==> config.mk <==
export PLATFORM = sky130hd
export DESIGN_NAME = pong_match_ctrl_flat
export DESIGN_NICKNAME = d
export VERILOG_FILES = /design/src/rtl/pong_pkg.sv /design/src/rtl/pong_match_ctrl_if.sv /design/src/rtl/pong_step_div.sv /design/src/rtl/pong_match_ctrl.sv /design/src/flat_wrapper.sv
export SDC_FILE = /design/constraint.sdc
export NUM_CORES = 1
export LEC_CHECK = 0
export CORE_MARGIN = 3
export CORE_UTILIZATION = 55
export CTS_CLUSTER_DIAMETER = 40
export DETAILED_ROUTE_END_ITERATION = 6
export PLACE_DENSITY = 0.84
export REMOVE_ABC_BUFFERS = 1
export SETUP_SLACK_MARGIN = 0.05
export SKIP_CTS_REPAIR_TIMING = 1
export SYNTH_ARGS = -nofsm -noshare
export SYNTH_HDL_FRONTEND = slang
export SYNTH_SLANG_ARGS = --single-unit
==> constraint.sdc <==
create_clock -name clk -period 5.2 [get_ports clk]
set_input_delay 1.3 -clock clk [delete_from_list [all_inputs] [get_ports clk]]
set_output_delay 1.3 -clock clk [all_outputs]
set_load 0.1 [all_outputs]
==> src/rtl/pong_pkg.sv <==
// Shared definitions for the pong core and its match sequencer.
// State encoding and playfield geometry.
package pong_pkg;

    typedef enum logic [1:0] {
        IDLE  = 2'd0,
        SERVE = 2'd1,
        PLAY  = 2'd2,
        OVER  = 2'd3
    } state_t;

    localparam int WIDTH       = 80;
    localparam int HEIGHT      = 40;
    localparam int PADDLE_SIZE = 6;

endpackage

==> src/rtl/pong_match_ctrl_if.sv <==
// Signal bundle between frame source / pong core and the match sequencer.
// master drives the inputs of the sequencer, slave is the sequencer itself.
interface pong_match_ctrl_if;

    logic       start;
    logic       frame_tick;
    logic [6:0] ball_x;
    logic       core_step;
    logic       core_rst;
    logic [3:0] score1;
    logic [3:0] score2;
    logic       game_over;
    logic       winner;
    logic [1:0] state;

    modport master (
        output start, frame_tick, ball_x,
        input  core_step, core_rst, score1, score2,
        input  game_over, winner, state
    );

    modport slave (
        input  start, frame_tick, ball_x,
        output core_step, core_rst, score1, score2,
        output game_over, winner, state
    );

endinterface

==> src/rtl/pong_step_div.sv <==
// frame_tick divider: one registered step pulse every SPEED_DIV enabled ticks.
// i_clr restarts the count so each serve begins from a fresh phase.
module pong_step_div #(
    parameter int SPEED_DIV = 2
) (
    input  logic clk,
    input  logic reset,
    input  logic i_clr,
    input  logic i_en,
    input  logic i_tick,
    output logic o_step
);

    localparam int CW = (SPEED_DIV > 1) ? $clog2(SPEED_DIV) : 1;
    localparam logic [CW-1:0] LAST = CW'(SPEED_DIV - 1);

    logic [CW-1:0] r_cnt;
    logic          r_step;

    always_ff @(posedge clk) begin
        if (reset || i_clr) begin
            r_cnt  <= '0;
            r_step <= 1'b0;
        end else begin
            r_step <= 1'b0;
            if (i_en && i_tick) begin
                if (r_cnt == LAST) begin
                    r_cnt  <= '0;
                    r_step <= 1'b1;
                end else begin
                    r_cnt <= r_cnt + 1'b1;
                end
            end
        end
    end

    assign o_step = r_step;

endmodule

==> src/rtl/pong_match_ctrl.sv <==
// Match sequencer: serve delay, motion gating, miss detection and scoring.
// All outputs come straight from registers.
module pong_match_ctrl #(
    parameter int WIDTH       = pong_pkg::WIDTH,
    parameter int WIN_SCORE   = 7,
    parameter int SERVE_DELAY = 30,
    parameter int SPEED_DIV   = 2
) (
    input logic              clk,
    input logic              reset,
    pong_match_ctrl_if.slave bus
);

    import pong_pkg::*;

    localparam int DW = $clog2(SERVE_DELAY + 1);
    localparam logic [DW-1:0] DLY = DW'(SERVE_DELAY);
    localparam logic [3:0]    WIN = 4'(WIN_SCORE);

    state_t        r_state;
    logic [DW-1:0] r_delay;
    logic [3:0]    r_score1;
    logic [3:0]    r_score2;
    logic          r_rst;
    logic          r_go;
    logic          r_win;
    logic          r_start_q;

    logic       w_start_edge;
    logic       w_in_play;
    logic       w_miss_l;
    logic       w_miss_r;
    logic       w_step_en;
    logic       w_step;
    logic [3:0] w_inc1;
    logic [3:0] w_inc2;

    assign w_start_edge = bus.start & ~r_start_q;
    assign w_in_play    = (r_state == PLAY);
    assign w_miss_l     = w_in_play && (bus.ball_x == 7'd0);
    assign w_miss_r     = w_in_play && (bus.ball_x == 7'(WIDTH - 1));
    assign w_inc1       = r_score1 + 4'd1;
    assign w_inc2       = r_score2 + 4'd1;

    // a miss swallows any tick in the same cycle
    assign w_step_en = w_in_play && !w_miss_l && !w_miss_r;

    pong_step_div #(
        .SPEED_DIV (SPEED_DIV)
    ) u_div (
        .clk    (clk),
        .reset  (reset),
        .i_clr  (!w_in_play),
        .i_en   (w_step_en),
        .i_tick (bus.frame_tick),
        .o_step (w_step)
    );

    always_ff @(posedge clk) begin
        if (reset) begin
            r_state   <= IDLE;
            r_delay   <= '0;
            r_score1  <= 4'd0;
            r_score2  <= 4'd0;
            r_rst     <= 1'b0;
            r_go      <= 1'b0;
            r_win     <= 1'b0;
            r_start_q <= 1'b0;
        end else begin
            r_start_q <= bus.start;
            r_rst     <= 1'b0;
            case (r_state)
                IDLE, OVER: begin
                    if (w_start_edge) begin
                        r_score1 <= 4'd0;
                        r_score2 <= 4'd0;
                        r_go     <= 1'b0;
                        r_win    <= 1'b0;
                        r_rst    <= 1'b1;
                        r_delay  <= DLY;
                        r_state  <= SERVE;
                    end
                end
                SERVE: begin
                    if (bus.frame_tick) begin
                        r_delay <= r_delay - 1'b1;
                        if (r_delay == DW'(1))
                            r_state <= PLAY;
                    end
                end
                PLAY: begin
                    if (w_miss_l) begin
                        r_score2 <= w_inc2;
                        if (w_inc2 == WIN) begin
                            r_state <= OVER;
                            r_go    <= 1'b1;
                            r_win   <= 1'b1;
                        end else begin
                            r_rst   <= 1'b1;
                            r_delay <= DLY;
                            r_state <= SERVE;
                        end
                    end else if (w_miss_r) begin
                        r_score1 <= w_inc1;
                        if (w_inc1 == WIN) begin
                            r_state <= OVER;
                            r_go    <= 1'b1;
                            r_win   <= 1'b0;
                        end else begin
                            r_rst   <= 1'b1;
                            r_delay <= DLY;
                            r_state <= SERVE;
                        end
                    end
                end
                default: r_state <= IDLE;
            endcase
        end
    end

    assign bus.core_step = w_step;
    assign bus.core_rst  = r_rst;
    assign bus.score1    = r_score1;
    assign bus.score2    = r_score2;
    assign bus.game_over = r_go;
    assign bus.winner    = r_win;
    assign bus.state     = r_state;

endmodule

==> src/flat_wrapper.sv <==
// flat-port wrapper written by rule: the top's interface ports become plain ports
module pong_match_ctrl_flat import pong_pkg::*;
#(
    parameter int WIDTH       = pong_pkg::WIDTH,
    parameter int WIN_SCORE   = 7,
    parameter int SERVE_DELAY = 30,
    parameter int SPEED_DIV   = 2
)
  (clk, reset, bus_start, bus_frame_tick, bus_ball_x, bus_core_step, bus_core_rst, bus_score1, bus_score2, bus_game_over, bus_winner, bus_state);
  pong_match_ctrl_if bus_i ();
  input logic clk;
  input logic reset;
  input wire logic [$bits(bus_i.start)-1:0] bus_start;
  input wire logic [$bits(bus_i.frame_tick)-1:0] bus_frame_tick;
  input wire logic [$bits(bus_i.ball_x)-1:0] bus_ball_x;
  output wire logic [$bits(bus_i.core_step)-1:0] bus_core_step;
  output wire logic [$bits(bus_i.core_rst)-1:0] bus_core_rst;
  output wire logic [$bits(bus_i.score1)-1:0] bus_score1;
  output wire logic [$bits(bus_i.score2)-1:0] bus_score2;
  output wire logic [$bits(bus_i.game_over)-1:0] bus_game_over;
  output wire logic [$bits(bus_i.winner)-1:0] bus_winner;
  output wire logic [$bits(bus_i.state)-1:0] bus_state;
  assign bus_i.start = bus_start;
  assign bus_i.frame_tick = bus_frame_tick;
  assign bus_i.ball_x = bus_ball_x;
  assign bus_core_step = bus_i.core_step;
  assign bus_core_rst = bus_i.core_rst;
  assign bus_score1 = bus_i.score1;
  assign bus_score2 = bus_i.score2;
  assign bus_game_over = bus_i.game_over;
  assign bus_winner = bus_i.winner;
  assign bus_state = bus_i.state;
  pong_match_ctrl #(.WIDTH(WIDTH), .WIN_SCORE(WIN_SCORE), .SERVE_DELAY(SERVE_DELAY), .SPEED_DIV(SPEED_DIV)) u_core (.clk(clk), .reset(reset), .bus(bus_i));
endmodule
-- Word level (Yosys, flattened, before mapping)
Cells that the tools add are included.
W data, S select, Z words.
- register bits after elaboration: 21
- word-level logic and storage cells: 93
- $add $sub $neg: 4
- equal/unequal tests: 18
- multiplexer cells: 39
- bitwise logic cells: 3
- reductions and logical operators: 19
- operators with widths (kind ; number):
    $mux W5 ; 6
    $mux W4 ; 4
    $pmux W4 S2 ; 2
    $mux W1 ; 15
    $ne A3 B3 Y1 const B ; 5
    $pmux W5 S3 ; 1
    $mux W2 ; 7
    $reduce_and A5 Y1 ; 2
    $add A4 B1 Y4 const B ; 2
    $eq A4 B3 Y1 const B ; 2
    $ne A2 B2 Y1 const B ; 4
    $reduce_and A4 Y1 ; 2
    $eq A7 B7 Y1 const B ; 1
    $logic_not A7 Y1 ; 1
    $pmux W1 S2 ; 3
    $pmux W2 S3 ; 1
    $eq A5 B1 Y1 const B ; 1
    $logic_and A1 B1 Y1 ; 5
    $sub A5 B1 Y5 const B ; 1
    $eq A2 B2 Y1 const B ; 2
    $ne A2 B1 Y1 const B ; 2
    $reduce_or A2 Y1 ; 2
    $logic_not A1 Y1 ; 3
    $reduce_and A3 Y1 ; 1
    7 further kinds ; 8

-- Depth between registers and ports, before layout
- depth in word-level cells: 8
- depth in mapped cells: 8

-- Modules after synthesis
A second synthesis with hierarchy kept.
- cells, all modules: 151
- area total of the unflattened synthesis: 1306.3 µm²
- modules (own cells, without submodules) (module ; times used ; cells each ; area an instance (µm²) ; seq. area each (µm²)):
    pong_match_ctrl ; 1 ; 143 ; 1224.9 ; 380.4
    pong_step_div ; 1 ; 8 ; 81.3 ; 40.0

-- Worst setup path before layout
Ideal clock, no wire load.
- path type: reg2reg
- from: register u_core.r_score2[1] (netlist: u_core.bus.score2[1])
- to: register u_core.r_delay[1]
- arrival: 2.701 ns
- required time: 5.112 ns
- slack: 2.410 ns
- cell stages (with the launch flop): 8
- path buffers: 1
- period minus slack after synthesis: 2.790 ns
- cell sequence: dfxtp_1 -> ha_1 -> nor2b_1 -> a211oi_1 -> or4_1 -> buf_2 -> and3_4 -> a311oi_2
- word-level cells in the longest chain between the ends: 4
- RTL lines (element ; RTL line ; text):
    start: declaration ; pong_match_ctrl.sv:23 ; logic [3:0] r_score2;
    start signal: assignment ; pong_match_ctrl.sv:93 ; r_score2 <= w_inc2;
    $add A4 B1 Y4 ; pong_match_ctrl.sv:43 ; assign w_inc2 = r_score2 + 4'd1;
    $eq A4 B3 Y1 ; pong_match_ctrl.sv:94 ; if (w_inc2 == WIN) begin
    $ne A3 B3 Y1 (no line) ; -- ;
    $reduce_and A5 Y1 (no line) ; -- ;
    end signal: assignment ; pong_match_ctrl.sv:86 ; r_delay <= r_delay - 1'b1;
    end: declaration ; pong_match_ctrl.sv:21 ; logic [DW-1:0] r_delay;
No other way between the ends.
A chain may end at the register's enable or synchronous reset.

-- Worst setup path after layout
- from: register u_core.r_score1[0] (netlist: u_core.bus.score1[0])
- to: output port bus_score1[0]
- RTL lines (element ; RTL line ; text):
    start: declaration ; pong_match_ctrl.sv:22 ; logic [3:0] r_score1;
    start signal: assignment ; pong_match_ctrl.sv:104 ; r_score1 <= w_inc1;
    end: declaration ; flat_wrapper.sv:18 ; output wire logic [$bits(bus_i.score1)-1:0] bus_score1;
No word-level cell between the ends.

==> results_dict.tcl <==
set metrics [dict create \
    run_status "completed" \
    total_negative_setup_slacks_ns 0 \
    path_delay_family "buffers and inverters" \
    power.density_cell_area_nw_per_um2 308 \
    min_hold_slack_ns 0.506 \
    relSlewSlack_pct 34.3 \
    layoutNonFillerInstCount 204 \
    leakage_power_nw 0.554 \
    wirelength_um 3060 \
    htree_num_levels 1 \
    cp_data_required_time_ns 3.90 \
    post-route-util_pct 71.1 \
    cts_root_buffer "sky130_fd_sc_hd__clkbuf_4" \
    period_minus_slack_ns 3.27 \
    hold_viol 0 \
    path_clk_slew_ns 0.12 \
    finalPower_uw 490 \
    initial_antenna_violation_count 0 \
    seq_area_frac_synth_pct 32.2 \
    grt_max_degree 24 \
    critical_path.endpoint_type "output port" \
    drt.antenna.violating_nets 0 \
    post-dp-hpwl_um 2290 \
    drtIter0Drc 22 \
    ys_dominant_reg_cell "sky130_fd_sc_hd__dfxtp_1" \
    synth-edff-count 0 \
    worstMarginPinSlew_ns 0.982 \
    post_drt_via_cell_ratio 6.27 \
    setup_violations 0 \
    final_net_count 197 \
    io_buffers 24 \
    cts-root-to-sink-buffers 2 \
    layout_commonest_cell "sky130_fd_sc_hd__clkdlybuf4s50_1" \
    cts_buffers 3 \
    slew_viol_final 0 \
    placement_rows 17 \
    critical_path.slowest_cell "sky130_fd_sc_hd__clkdlybuf4s50_1" \
    final_layout_size_suffix_gt1_share_pct 7.39 \
    synth_top_area_share_pct 32.2 \
    globalRouteOverflowTotal 0 \
    grt_pass1_wl_um 4790 \
    num-fill-cells 178 \
    dieWidth_um 54.7 \
    rsz0062_at_grt "false" \
    antenna-diode-count 0 \
    number_of_detailed_route_iterations_in_the_first_pass 6 \
    yosysWarnings 0 \
    drv_cap 0 \
    maxClockFrequency_mhz 306 \
    fp.coreArea_um2 2230 \
    dp_cells 200 \
    crit_fanout 8 \
    cts_tree "yes" \
    timing_worst_setup_path_type "flop to output port" \
    synth.largest_area_cell "sky130_fd_sc_hd__dfxtp_1" \
    first_global_vias 1163 \
    crit_buf_inv 1 \
    cp_slowest_stage_delay_ns 1.18 \
    layout_common_cells "sky130_fd_sc_hd__clkdlybuf4s50_1 (24), sky130_fd_sc_hd__dfxtp_1 (21), sky130_fd_sc_hd__nand2_1 (11)" \
    irDropWorstVdd_mv 0.253 \
    floorplan.io_pins 25 \
    drc 0 \
    cell_area_synth_um2 1300 \
    syn2layout_area_growth_pct 21.9 \
    crit_path_dat_ns 1.97 \
    post-route-period-util_pct 62.9 \
    grt.total_usage_pct 22.2 \
    worst_skew_pair_latency_ns 0.30 \
    yosys-top-cells-area "sky130_fd_sc_hd__dfxtp_1 (32%), sky130_fd_sc_hd__ha_1 (8.6%), sky130_fd_sc_hd__a21oi_1 (3.5%)" \
    yosys_register_bits 21 \
    synthesis.instances 153 \
    worstSetupStartpointType "flop" \
    start_util_pct 58.4 \
    fp.dieArea_um2 2990 \
    globalplace.congestion 0.901 \
    die_h_um 54.7 \
    clock-sinks 21 \
    synth.lib_cells_used.distinct 47 \
    asyncSetResetFlopFracSynth_pct 0 \
    hold_path.class "flop to flop" \
    route.vias.total 1279 \
    crit_path_cell_trace "clkdlybuf4s50_1" \
    post_synthesis_mean_instance_area_um2 8.52 \
    fin_skew_ns 0.00750 \
    wl_per_cell_um 15.0 \
]
[power breakdown]
| group | switching [mW] | internal [mW] | total, mW |
|---|---|---|---|
| Clock | 0.0502 | 0.0293 | 0.0794 |
| Sequential | 0.0171 | 0.179 | 0.196 |
| Combinational | 0.140 | 0.0742 | 0.214 |
| Total | 0.207 | 0.282 | 0.490 |
[cell type report]
| cell class | instances | area (µm²) | area share [%] |
|---|---|---|---|
| flip-flops and latches | 21 | 420 | 26.5 |
| clock buffers | 3 | 22.5 | 1.42 |
| multi-input cells | 116 | 822 | 51.7 |
| repair buffers | 24 | 240 | 15.1 |
| inverters | 11 | 41.3 | 2.60 |
| well taps | 28 | 35.0 | 2.20 |
| clock inverters | 1 | 7.51 | 0.472 |
[kinds of logic (layout without fill, tap and decap cells)]
| kind of cell | count (synthesis) | after routing | share of synthesized area, % |
|---|---|---|---|
| AO/OA/AOI/OAI | 43 | 43 | 25.0 |
| XOR/XNOR | 1 | 1 | 0.672 |
| adder cells (fa/ha/maj) | 9 | 9 | 8.64 |
| buffers and inverters | 16 | 39 | 4.70 |
| flip-flops | 21 | 21 | 32.2 |
| multiplexers | 1 | 1 | 0.768 |
| AND/OR/NAND/NOR | 62 | 62 | 27.9 |
[worst paths after layout]
check,from,to,slack (ns),depth (start not counted)
setup / recovery,u_core.bus.score1[0]$_SDFFE_PP0P_,bus_score1[0],1.93,1
hold / removal,u_core.u_div.r_cnt$_SDFFE_PP0P_,u_core.u_div.o_step$_SDFF_PP0_,0.51,2
setup reg to reg,u_core.bus.state[0]$_SDFFE_PP0P_,u_core.r_delay[1]$_SDFFE_PP0P_,2.91,7
hold reg to reg,u_core.u_div.r_cnt$_SDFFE_PP0P_,u_core.u_div.o_step$_SDFF_PP0_,0.51,2
[metal layers]
metal / track usage [%] / share of wire [%]
met4: 9.54 / 1.3
met2: 40.9 / 48
met1: 23.5 / 44
met5: 0 / 0
met3: 5.18 / 6.6
[state kept, by name, indices dropped and copies added, names as in the netlist]
register	cells
u_core.bus.score2	4
u_core.bus.winner	1
u_core.u_div.o_step	1
u_core.bus.game_over	1
u_core.r_start_q	1
u_core.r_delay	5
u_core.bus.state	2
u_core.u_div.r_cnt	1
u_core.bus.core_rst	1
u_core.bus.score1	4
[stage by stage]
stage,cell area [µm²],setup WS (ns)
floorplan,1280,2.40
CTS,1590,1.93
global placement,1560,1.75
global route,1590,1.69
finish,1590,1.93
detailed placement,1560,1.63
[synthesized netlist by cell type (2+ instances only)]
library cell,count
sky130_fd_sc_hd__dfxtp_1,21
sky130_fd_sc_hd__nand2_1,11
sky130_fd_sc_hd__inv_1,10
sky130_fd_sc_hd__nor2_1,10
sky130_fd_sc_hd__a21oi_1,9
sky130_fd_sc_hd__ha_1,9
sky130_fd_sc_hd__nand3_1,5
sky130_fd_sc_hd__nor3_1,4
sky130_fd_sc_hd__o21ai_1,4
sky130_fd_sc_hd__o31ai_1,4
sky130_fd_sc_hd__or3_1,4
sky130_fd_sc_hd__or4_1,4
sky130_fd_sc_hd__a211oi_1,3
sky130_fd_sc_hd__a211oi_2,3
sky130_fd_sc_hd__a41oi_1,3
sky130_fd_sc_hd__and2_1,3
sky130_fd_sc_hd__and3_1,3
sky130_fd_sc_hd__clkbuf_1,3
sky130_fd_sc_hd__nand3b_1,3
sky130_fd_sc_hd__nor2b_1,3
sky130_fd_sc_hd__nor4_1,3
sky130_fd_sc_hd__a21o_1,2
sky130_fd_sc_hd__a222oi_1,2
sky130_fd_sc_hd__a311oi_1,2
sky130_fd_sc_hd__a31oi_1,2
sky130_fd_sc_hd__nand2b_1,2
Power figures use the tool's default switching activity.
